**src/rtl/beam_weight_sequencer.sv**
```systemverilog
// beam_weight_sequencer: double-buffered two-beam cos/sin weight owner with host writes and table-driven angle sweep.
// Optional WEIGHT_SYM_CLAMP_EN: host-written most-negative weights are stored as -(2^(W-1)-1).
module beam_weight_sequencer #(
    parameter int W_BITS  = 5,
    parameter int DWELL_W = 16
) (
    input  logic                     clk,
    input  logic                     rst_n,
    input  logic                     cfg_valid,
    output logic                     cfg_ready,
    input  logic                     cfg_beam,
    input  logic signed [W_BITS-1:0] cfg_cos,
    input  logic signed [W_BITS-1:0] cfg_sin,
    input  logic                     sweep_start,
    input  logic                     sweep_stop,
    input  logic                     sweep_beam,
    input  logic [DWELL_W-1:0]       dwell_cycles,
    input  logic                     frame_tick,
    output logic signed [W_BITS-1:0] w_cos_1,
    output logic signed [W_BITS-1:0] w_sin_1,
    output logic signed [W_BITS-1:0] w_cos_2,
    output logic signed [W_BITS-1:0] w_sin_2,
    output logic [3:0]               sweep_idx,
    output logic                     sweep_active,
    output logic [1:0]               pending
);
    typedef enum logic [1:0] {IDLE, WAIT_TICK, DWELL} state_t;

    localparam logic signed [W_BITS-1:0] COS_T [16] = '{
        5'sd15, 5'sd14, 5'sd11, 5'sd6, 5'sd0, -5'sd6, -5'sd11, -5'sd14,
        -5'sd15, -5'sd14, -5'sd11, -5'sd6, 5'sd0, 5'sd6, 5'sd11, 5'sd14};
    localparam logic signed [W_BITS-1:0] SIN_T [16] = '{
        5'sd0, 5'sd6, 5'sd11, 5'sd14, 5'sd15, 5'sd14, 5'sd11, 5'sd6,
        5'sd0, -5'sd6, -5'sd11, -5'sd14, -5'sd15, -5'sd14, -5'sd11, -5'sd6};
    localparam logic signed [W_BITS-1:0] W_MIN   = {1'b1, {(W_BITS-1){1'b0}}};
    localparam logic signed [W_BITS-1:0] W_CLAMP = {1'b1, {(W_BITS-2){1'b0}}, 1'b1};
    localparam logic signed [W_BITS-1:0] W_ONE   = {1'b0, {(W_BITS-1){1'b1}}};

    state_t                     r_state, w_nstate;
    logic signed [W_BITS-1:0]   r_sh_cos [2];
    logic signed [W_BITS-1:0]   r_sh_sin [2];
    logic signed [W_BITS-1:0]   r_act_cos [2];
    logic signed [W_BITS-1:0]   r_act_sin [2];
    logic [1:0]                 r_pending;
    logic [3:0]                 r_idx;
    logic                       r_beam;
    logic                       r_ready;
    logic [DWELL_W-1:0]         r_dwell;
    logic [DWELL_W-1:0]         r_cnt;
    logic                       w_xfer, w_stop, w_start, w_adv, w_arm;
    logic [1:0]                 w_commit;
    logic [3:0]                 w_idx_nx;
    logic signed [W_BITS-1:0]   w_cos_in, w_sin_in;

`ifdef WEIGHT_SYM_CLAMP_EN
    assign w_cos_in = (cfg_cos == W_MIN) ? W_CLAMP : cfg_cos;
    assign w_sin_in = (cfg_sin == W_MIN) ? W_CLAMP : cfg_sin;
`else
    assign w_cos_in = cfg_cos;
    assign w_sin_in = cfg_sin;
`endif

    assign cfg_ready    = r_ready & (r_state == IDLE);
    assign w_xfer       = cfg_valid & cfg_ready;
    assign w_stop       = sweep_stop & (r_state != IDLE);
    assign w_start      = sweep_start & ~sweep_stop & (r_state == IDLE);
    assign w_arm        = (r_state == WAIT_TICK) & frame_tick & ~w_stop;
    assign w_adv        = (r_state == DWELL) & (r_cnt == DWELL_W'(1)) & ~w_stop;
    assign w_idx_nx     = r_idx + 4'd1;
    // A stop in the commit cycle suppresses the swept beam's commit only
    assign w_commit[0]  = frame_tick & r_pending[0] & ~(w_stop & ~r_beam);
    assign w_commit[1]  = frame_tick & r_pending[1] & ~(w_stop & r_beam);

    assign w_cos_1      = r_act_cos[0];
    assign w_sin_1      = r_act_sin[0];
    assign w_cos_2      = r_act_cos[1];
    assign w_sin_2      = r_act_sin[1];
    assign sweep_idx    = r_idx;
    assign sweep_active = (r_state != IDLE);
    assign pending      = r_pending;

    always_comb begin
        w_nstate = r_state;
        if (w_stop)
            w_nstate = IDLE;
        else if (w_start)
            w_nstate = WAIT_TICK;
        else if (w_arm)
            w_nstate = DWELL;
        else if (w_adv)
            w_nstate = WAIT_TICK;
    end

    always_ff @(posedge clk or negedge rst_n) begin
        if (!rst_n)
            r_state <= IDLE;
        else
            r_state <= w_nstate;
    end

    always_ff @(posedge clk or negedge rst_n) begin
        if (!rst_n) begin
            for (int b = 0; b < 2; b++) begin
                r_sh_cos[b]  <= W_ONE;
                r_sh_sin[b]  <= '0;
                r_act_cos[b] <= W_ONE;
                r_act_sin[b] <= '0;
            end
            r_pending <= '0;
            r_idx     <= '0;
            r_beam    <= 1'b0;
            r_ready   <= 1'b0;
            r_dwell   <= DWELL_W'(1);
            r_cnt     <= '0;
        end else begin
            r_ready <= 1'b1;
            for (int b = 0; b < 2; b++) begin
                if (w_commit[b]) begin
                    r_act_cos[b] <= r_sh_cos[b];
                    r_act_sin[b] <= r_sh_sin[b];
                    r_pending[b] <= 1'b0;
                end
            end
            if (w_stop)
                r_pending[r_beam] <= 1'b0;
            // Later assignments win: a write in a tick cycle stays pending for the next tick
            if (w_xfer) begin
                r_sh_cos[cfg_beam]  <= w_cos_in;
                r_sh_sin[cfg_beam]  <= w_sin_in;
                r_pending[cfg_beam] <= 1'b1;
            end
            if (w_start) begin
                r_beam                <= sweep_beam;
                r_dwell               <= (dwell_cycles == '0) ? DWELL_W'(1) : dwell_cycles;
                r_idx                 <= '0;
                r_sh_cos[sweep_beam]  <= COS_T[0];
                r_sh_sin[sweep_beam]  <= SIN_T[0];
                r_pending[sweep_beam] <= 1'b1;
            end
            if (w_arm)
                r_cnt <= r_dwell;
            else if (r_state == DWELL)
                r_cnt <= r_cnt - DWELL_W'(1);
            if (w_adv) begin
                r_idx             <= w_idx_nx;
                r_sh_cos[r_beam]  <= COS_T[w_idx_nx];
                r_sh_sin[r_beam]  <= SIN_T[w_idx_nx];
                r_pending[r_beam] <= 1'b1;
            end
        end
    end
endmodule

```
**config.mk**
```make
export PLATFORM = sky130hd
export DESIGN_NAME = beam_weight_sequencer
export DESIGN_NICKNAME = d
export VERILOG_FILES = /design/src/rtl/beam_weight_sequencer.sv
export SDC_FILE = /design/constraint.sdc
export NUM_CORES = 1
export LEC_CHECK = 0
export BUFFER_PORTS_ARGS = -buffer_cell sky130_fd_sc_hd__buf_2
export CORE_UTILIZATION = 45
export DETAILED_ROUTE_END_ITERATION = 12
export PLACE_DENSITY = 0.77
export SLEW_MARGIN = 40
export SYNTH_ARGS = -nofsm -noshare
export SYNTH_HDL_FRONTEND = slang
export SYNTH_SLANG_ARGS = --single-unit
```
**constraint.sdc**
```tcl
create_clock -name clk -period 3.8 [get_ports clk]
set_input_delay 0.38 -clock clk [delete_from_list [all_inputs] [get_ports clk]]
set_output_delay 0.38 -clock clk [all_outputs]
set_load 0.01 [all_outputs]
```
# [Yosys cells after proc, flatten, opt, wreduce, memory -nomap -nowiden]
# Memory sizes are Yosys's and may differ from the RTL's.
# Index checks and enable logic that the tools add are counted.
[totals] regBits=82 romBits=160 output_inout_bits=28 wordCells=122 n_memories=2
[memory_table] name="(no name shown)" words=16 word_bits=5 read_ports=1 rd_ports_with_merged_regs=0 write_ports=0 line="147" text="r_sh_sin[r_beam] <= SIN_T[w_idx_nx];"
[memory_table] name="(no name shown)" words=16 word_bits=5 read_ports=1 rd_ports_with_merged_regs=0 write_ports=0 line="146" text="r_sh_cos[r_beam] <= COS_T[w_idx_nx];"
[op_classes] n_addsub=2 n_lt_le_gt_ge=13 n_eq_ne=3 muxes=41 n_bitwise=34 n_reduce_logical=12
[ops] op="2-to-1 mux 10 bit" n=6
[ops] op="2-to-1 mux 16 bit" n=3
[ops] op="bitwise mux 10 bit" n=4
[ops] op="2-to-1 mux 5 bit" n=7
[ops] op="== test 16 x 1 -> 1 bit (second input constant)" n=1
[ops] op="logical NOT 16 bit" n=1
[ops] op="2-to-1 mux 2 bit" n=8
[ops] op="subtractor 16 x 1 -> 16 bit (second input constant)" n=1
[ops] op="AND 1 bit" n=15
[ops] op="demux 5 bit (select 1 bit)" n=3
[ops] op="AND 10 bit" n=1
[ops] op="NOT 10 bit" n=1
[ops] op="2-to-1 mux 4 bit" n=2
[ops] op="bitwise OR 8 bit" n=1
[ops] op="greater-or-equal comparator 2 bit (second input constant)" n=3
[ops] op="logical AND 1 bit" n=6
[ops] op="< comparator 1 x 2 -> 1 bit (second input constant)" n=3
[ops] op="< comparator 2 x 1 -> 1 bit (second input constant)" n=3
[ops] op="NOT 1 -> 2 bit" n=3
[ops] op="bitwise OR 2 bit" n=3
[ops] op="nonzero test 2 bit" n=3
[ops] op="greater-or-equal comparator 5 bit (second input constant)" n=1
[ops] op="2-to-1 mux 1 bit" n=5
[ops] op="NOT 1 bit" n=5
[ops] op="10 further kinds" n=16

# [Longest topological paths before layout]
[logic_depth] word_depth=14 depth_mapped=8 depth_no_buf=7

# [Least setup slack after synthesis]
# OpenSTA, ideal clock, no wires.
[synth_timing] path_kind="register to register" startpoint="register r_idx[0], in the netlist sweep_idx[0]" endpoint="register r_sh_sin[3] (netlist name)" arrival_time_ps=2180 t_required_ps=3675 slack_ps=1495 path_stages_with_launch=6 n_path_buf=1 cell_sequence="dfrtp_1 > clkbuf_1 > nand3_1 > xor2_1 > mux4_2 > mux2_4"
[synth_between] elab_chain_len=7
[synth_lines] element="start: declaration" line="45" text="logic [3:0] r_idx;"
[synth_lines] element="start signal: assignment" line="145" text="r_idx <= w_idx_nx;"
[synth_lines] element="adder 4 x 1 -> 4 bit" line="69" text="assign w_idx_nx = r_idx + 4'd1;"
[synth_lines] element="NOT 4 -> 5 bit (not written as such)" line="147"
[synth_lines] element="memory read (16 x 5 bit)"
[synth_lines] element="2-to-1 mux 5 bit (not written as such) (2 in a row)" line="147"
[synth_lines] element="bitwise mux 10 bit" line="147"
[synth_lines] element="2-to-1 mux 10 bit" line="144" text="if (w_adv) begin"
[synth_lines] element="end signal: indexed assignment" line="129" text="r_sh_sin[cfg_beam] <= w_sin_in;"
[synth_lines] element="end signal: indexed assignment" line="137" text="r_sh_sin[sweep_beam] <= SIN_T[0];"
[synth_lines] element="end signal: indexed assignment" line="147"
[synth_lines] element="end: declaration" line="41" text="logic signed [W_BITS-1:0] r_sh_sin [2];"
# No other way between the ends. The select of a mux whose other input is x is not followed.
# A chain may end at the register's enable or synchronous reset.

# [Worst setup path in the final report]
# Ends and elaborated chain as after synthesis.

==> summary.txt <==
Outcome
  – Outcome: complete, no violations

Synth
  – Syn Nets: 440
  – Mapped Cells: 397
  – Number of distinct library cells after synthesis: 61
  – Netlist area before placement: 0.00429 mm²
  – Most instantiated flip-flop cell in the synthesis netlist: sky130_fd_sc_hd__dfrtp_1
  – Synth async-reset ratio: 1.00
  – Number of warning messages in the yosys log: 0
  – #FFs+latches synth: 82
  – Mean cell area of the mapped netlist: 10.8 µm²
  – Count of flip-flops with a built-in enable after synthesis: 0
  – Sequential cell area fraction in the yosys report: 0.484

STA
  – Final setup vio count: 0
  – Worst slew margin relative to its limit: 0.460
  – Setup repair after global routing missed its margin: false
  – Final-report hold violation count: 0
  – Setup TNS Final: 0 ns
  – Fmax: 406 MHz
  – Clock period minus final worst setup slack: 2.47 ns
  – Count of pins over their slew limit: 0
  – Portion of the clock cycle consumed by the worst path in the final layout: 0.649
  – Post-Route Skew: 0.00906 ns
  – Post-route worst setup slack: 1.33 ns
  – Slew of the pin with the lowest slew margin: 0.804 ns

Floorplanning
  – Placeable core region: 0.00924 mm²
  – # rows: 35
  – Die Wd: 99.6 µm
  – Count of pins on the block boundary: 62
  – Floorplan die height: 99.6 µm
  – Die area: 0.00992 mm²
  – Starting utilization of the core area: 0.464

Clock network
  – Clock-pin slew on the worst setup and hold paths: 0.09 ns
  – Sinks on Clock Net: 82
  – Maximum buffer depth of the clock tree: 2
  – Number of buffers inserted by hold repair at cts: 0
  – CTS tree: done
  – Clock latency reported for the late side of the worst-skew pair: 0.36 ns
  – Clk Tree Root Cell: sky130_fd_sc_hd__clkbuf_8
  – Post-CTS resize count: 0
  – CTS HTree Levels: 3
  – Setup Fix Bufs, Post-CTS: 0
  – Number of buffers added by the clock tree synthesis step: 9

Worst setup path
  – Critical Setup Path Class: flop to flop
  – Arr. time, crit path: 2.71 ns
  – Worst reg2reg path startpoint: sweep_idx[0]$_DFFE_PN0P_
  – Reg2Reg Setup Slack: 1.33 ns
  – CP Capture Type: flop
  – Startpoint class of the critical path: flop
  – Endpoint of the worst register-to-register path: r_sh_sin[3]$_DFF_PN0_
  – Max Fanout on Critical Path: 13
  – Worst EP required: 4.04 ns
  – Depth of the worst register-to-register path: 4

Detailed routing
  – Total via count after detailed routing: 3,445
  – Aggregate routed wire length: 10,000 µm
  – Routed vias/inst: 5.86
  – Violation count after the first detailed-route iteration: 259
  – Total iterations of the first detailed-routing run: 5
  – Antenna viol nets, final: 0
  – Mean routed wirelength per cell: 17.1 µm
  – Post-detailed-route DRC marker count: 0

Power
  – Internal Dissipation: 1.96 mW
  – Clock network fraction of total power: 0.243
  – Switch share: 0.317
  – Switching Power: 0.907 mW
  – Power per unit of standard cell area: 581 mW/mm²
  – Peak supply drop: 373 µV
  – Leak pwr: 2.20 nW
  – Seq pwr share: 0.483
  – Proportion of power drawn by combinational gates: 0.274

GRT
  – Number of antenna violations at the first check in global routing: 0
  – Maximum number of pins on one net before global-route repair: 83
  – Vias in the first global route: 3,339
  – Total gr overflow: 0
  – All-Layer GR Usage: 0.220
  – First-pass GRT wire length: 16,800 µm

Layout
  – Antenna cells: 0
  – Layout cells sized above 1: 0.362
  – Number of nets in the layout: 497
  – Area added between synthesis and finish: 14.9%

Place
  – Port Buf Inserts: 61
  – Worst slack, placed: 1.39 ns
  – Total half-perimeter wirelength after legalization and detailed placement: 7090 µm
  – Routability congestion estimate: 0.891

Hold path
  – Hold crit path type: input port to asynchronous set/reset pin

Flow run
  – # Max-Cap Violations: 0
-- power by group through the flow --
| stage | sequential, mW | combinational (mW) | clock [mW] |
|---|---|---|---|
| detailed placement | 1.39 | 0.780 | 0 |
| finish | 1.38 | 0.783 | 0.697 |
| CTS | 1.38 | 0.785 | 0.710 |
| global route | 1.42 | 0.870 | 0.747 |
| floorplan | 1.39 | 0.503 | 0 |
| global placement | 1.38 | 0.758 | 0 |
-- placed cells by master, fill, tap and decap left out, types with 3 or more instances in the layout --
cell	synthesis	routed
sky130_fd_sc_hd__o311ai_0	3	3
sky130_fd_sc_hd__o21ai_0	37	37
sky130_fd_sc_hd__nor3_1	14	14
sky130_fd_sc_hd__a221o_1	5	5
sky130_fd_sc_hd__ha_1	9	9
sky130_fd_sc_hd__clkbuf_8	0	9
sky130_fd_sc_hd__dfstp_2	17	17
sky130_fd_sc_hd__mux2i_1	6	6
sky130_fd_sc_hd__nand2b_1	6	6
sky130_fd_sc_hd__or2_2	5	5
sky130_fd_sc_hd__o31ai_1	3	3
sky130_fd_sc_hd__a21oi_1	13	13
sky130_fd_sc_hd__buf_4	0	3
sky130_fd_sc_hd__xor2_1	3	3
sky130_fd_sc_hd__nand3_1	15	15
sky130_fd_sc_hd__nor2_1	19	19
sky130_fd_sc_hd__mux2_2	53	53
sky130_fd_sc_hd__nor4_1	5	5
sky130_fd_sc_hd__nand2_1	27	27
sky130_fd_sc_hd__inv_1	10	10
sky130_fd_sc_hd__buf_2	4	60
sky130_fd_sc_hd__o211ai_1	6	6
sky130_fd_sc_hd__nor2b_1	4	4
sky130_fd_sc_hd__dfrtp_1	65	65
sky130_fd_sc_hd__or3_1	5	5
sky130_fd_sc_hd__o22ai_1	5	5
-- metrics by stage --
step	instance area (µm²)	util	hold WS, ns	std cells	power [mW]
after global routing	4930	0.533	0.115	588	3.04
after global placement	4700	0.509	0.476	572	2.14
after floorplan	4290	-	0.0844	397	1.89
after CTS	4930	0.533	0.0869	588	2.87
after detailed placement	4710	0.510	0.476	572	2.17
final	4930	0.533	0.0614	588	2.86
-- cell usage after synthesis, drive strengths merged, types with 2 or more instances --
| cell type | number | share of area |
|---|---|---|
| o211ai | 7 | 0.013 |
| nor2 | 20 | 0.021 |
| o31ai | 3 | 0.0053 |
| nand2b | 6 | 0.0088 |
| and3 | 2 | 0.0029 |
| dfstp | 17 | 0.10 |
| nor4 | 5 | 0.0073 |
| nand3 | 15 | 0.018 |
| dfrtp | 65 | 0.38 |
| ha | 9 | 0.026 |
| or3 | 6 | 0.0090 |
| nand2 | 28 | 0.026 |
| clkbuf | 13 | 0.011 |
| nor4b | 2 | 0.0041 |
| a221o | 6 | 0.014 |
| or4 | 3 | 0.0070 |
| xor2 | 3 | 0.0061 |
| a31oi | 2 | 0.0029 |
| or2 | 6 | 0.0088 |
| buf | 5 | 0.0073 |
| mux2i | 6 | 0.014 |
| inv | 10 | 0.0088 |
| a21oi | 13 | 0.015 |
| o311ai | 3 | 0.0061 |
| nor3 | 15 | 0.019 |
| nor3b | 3 | 0.0053 |
| o21ai | 38 | 0.044 |
| a211oi | 2 | 0.0035 |
| mux2 | 54 | 0.14 |
| o22ai | 5 | 0.0073 |
| nand4b | 2 | 0.0041 |
| xnor2 | 2 | 0.0041 |
| nor2b | 4 | 0.0058 |
-- cell type report --
type | instances | area [µm²]
Multi-Input combinational cell | 287 | 2100
Fill cell | 808 | 4310
Sequential cell | 82 | 2070
Clock inverter | 6 | 90.1
Timing Repair Buffer | 64 | 334
Tap cell | 129 | 161
Clock buffer | 10 | 128
Inverter | 10 | 37.5
-- sequential cells by signal, summed over array words and instances, names as in the netlist --
register / flops
w_sin_2: 5
r_sh_cos: 10
r_sh_sin: 10
r_dwell: 16
w_cos_1: 5
pending: 2
w_sin_1: 5
r_ready: 1
r_beam: 1
sweep_idx: 4
r_state: 2
r_cnt: 16
w_cos_2: 5
-- per-layer routing --
layer | vias up | track usage | share of wire
met5 | - | 0 | 0
li1 | 1584 | - | -
met2 | 122 | 0.347 | 0.47
met4 | 0 | 0.0758 | 0.019
met1 | 1717 | 0.303 | 0.45
met3 | 22 | 0.0457 | 0.058
-- worst max path at each step --
stage / startpoint / to / slack [ns] / depth (start not counted)
after floorplan: sweep_idx[0]$_DFFE_PN0P_ / r_sh_sin[3]$_DFF_PN0_ / 1.49 / 5
after global placement: sweep_idx[0]$_DFFE_PN0P_ / r_sh_sin[3]$_DFF_PN0_ / 1.47 / 4
after detailed placement: sweep_idx[0]$_DFFE_PN0P_ / r_sh_sin[3]$_DFF_PN0_ / 1.39 / 4
after CTS: sweep_idx[0]$_DFFE_PN0P_ / r_sh_sin[3]$_DFF_PN0_ / 1.37 / 4
after global routing: sweep_idx[0]$_DFFE_PN0P_ / r_sh_sin[6]$_DFF_PN0_ / 1.13 / 6
final: sweep_idx[0]$_DFFE_PN0P_ / r_sh_sin[3]$_DFF_PN0_ / 1.33 / 4
-- cell families after synthesis --
group	synth area share
other cells	0.000875
buf+inv	0.0274
mux	0.162
simple gates	0.151
flops	0.484
compound gates	0.139
xor+xnor	0.0102
fa+ha+maj	0.0263
-- critical path: stages, from the launching register on --
cell and delay (ns):
sky130_fd_sc_hd__dfrtp_1 0.53, sky130_fd_sc_hd__ha_1 0.41, sky130_fd_sc_hd__xnor2_1 0.71, sky130_fd_sc_hd__mux4_2 0.42
sky130_fd_sc_hd__mux2_4 0.27
(Power assumes the default switching activity.)
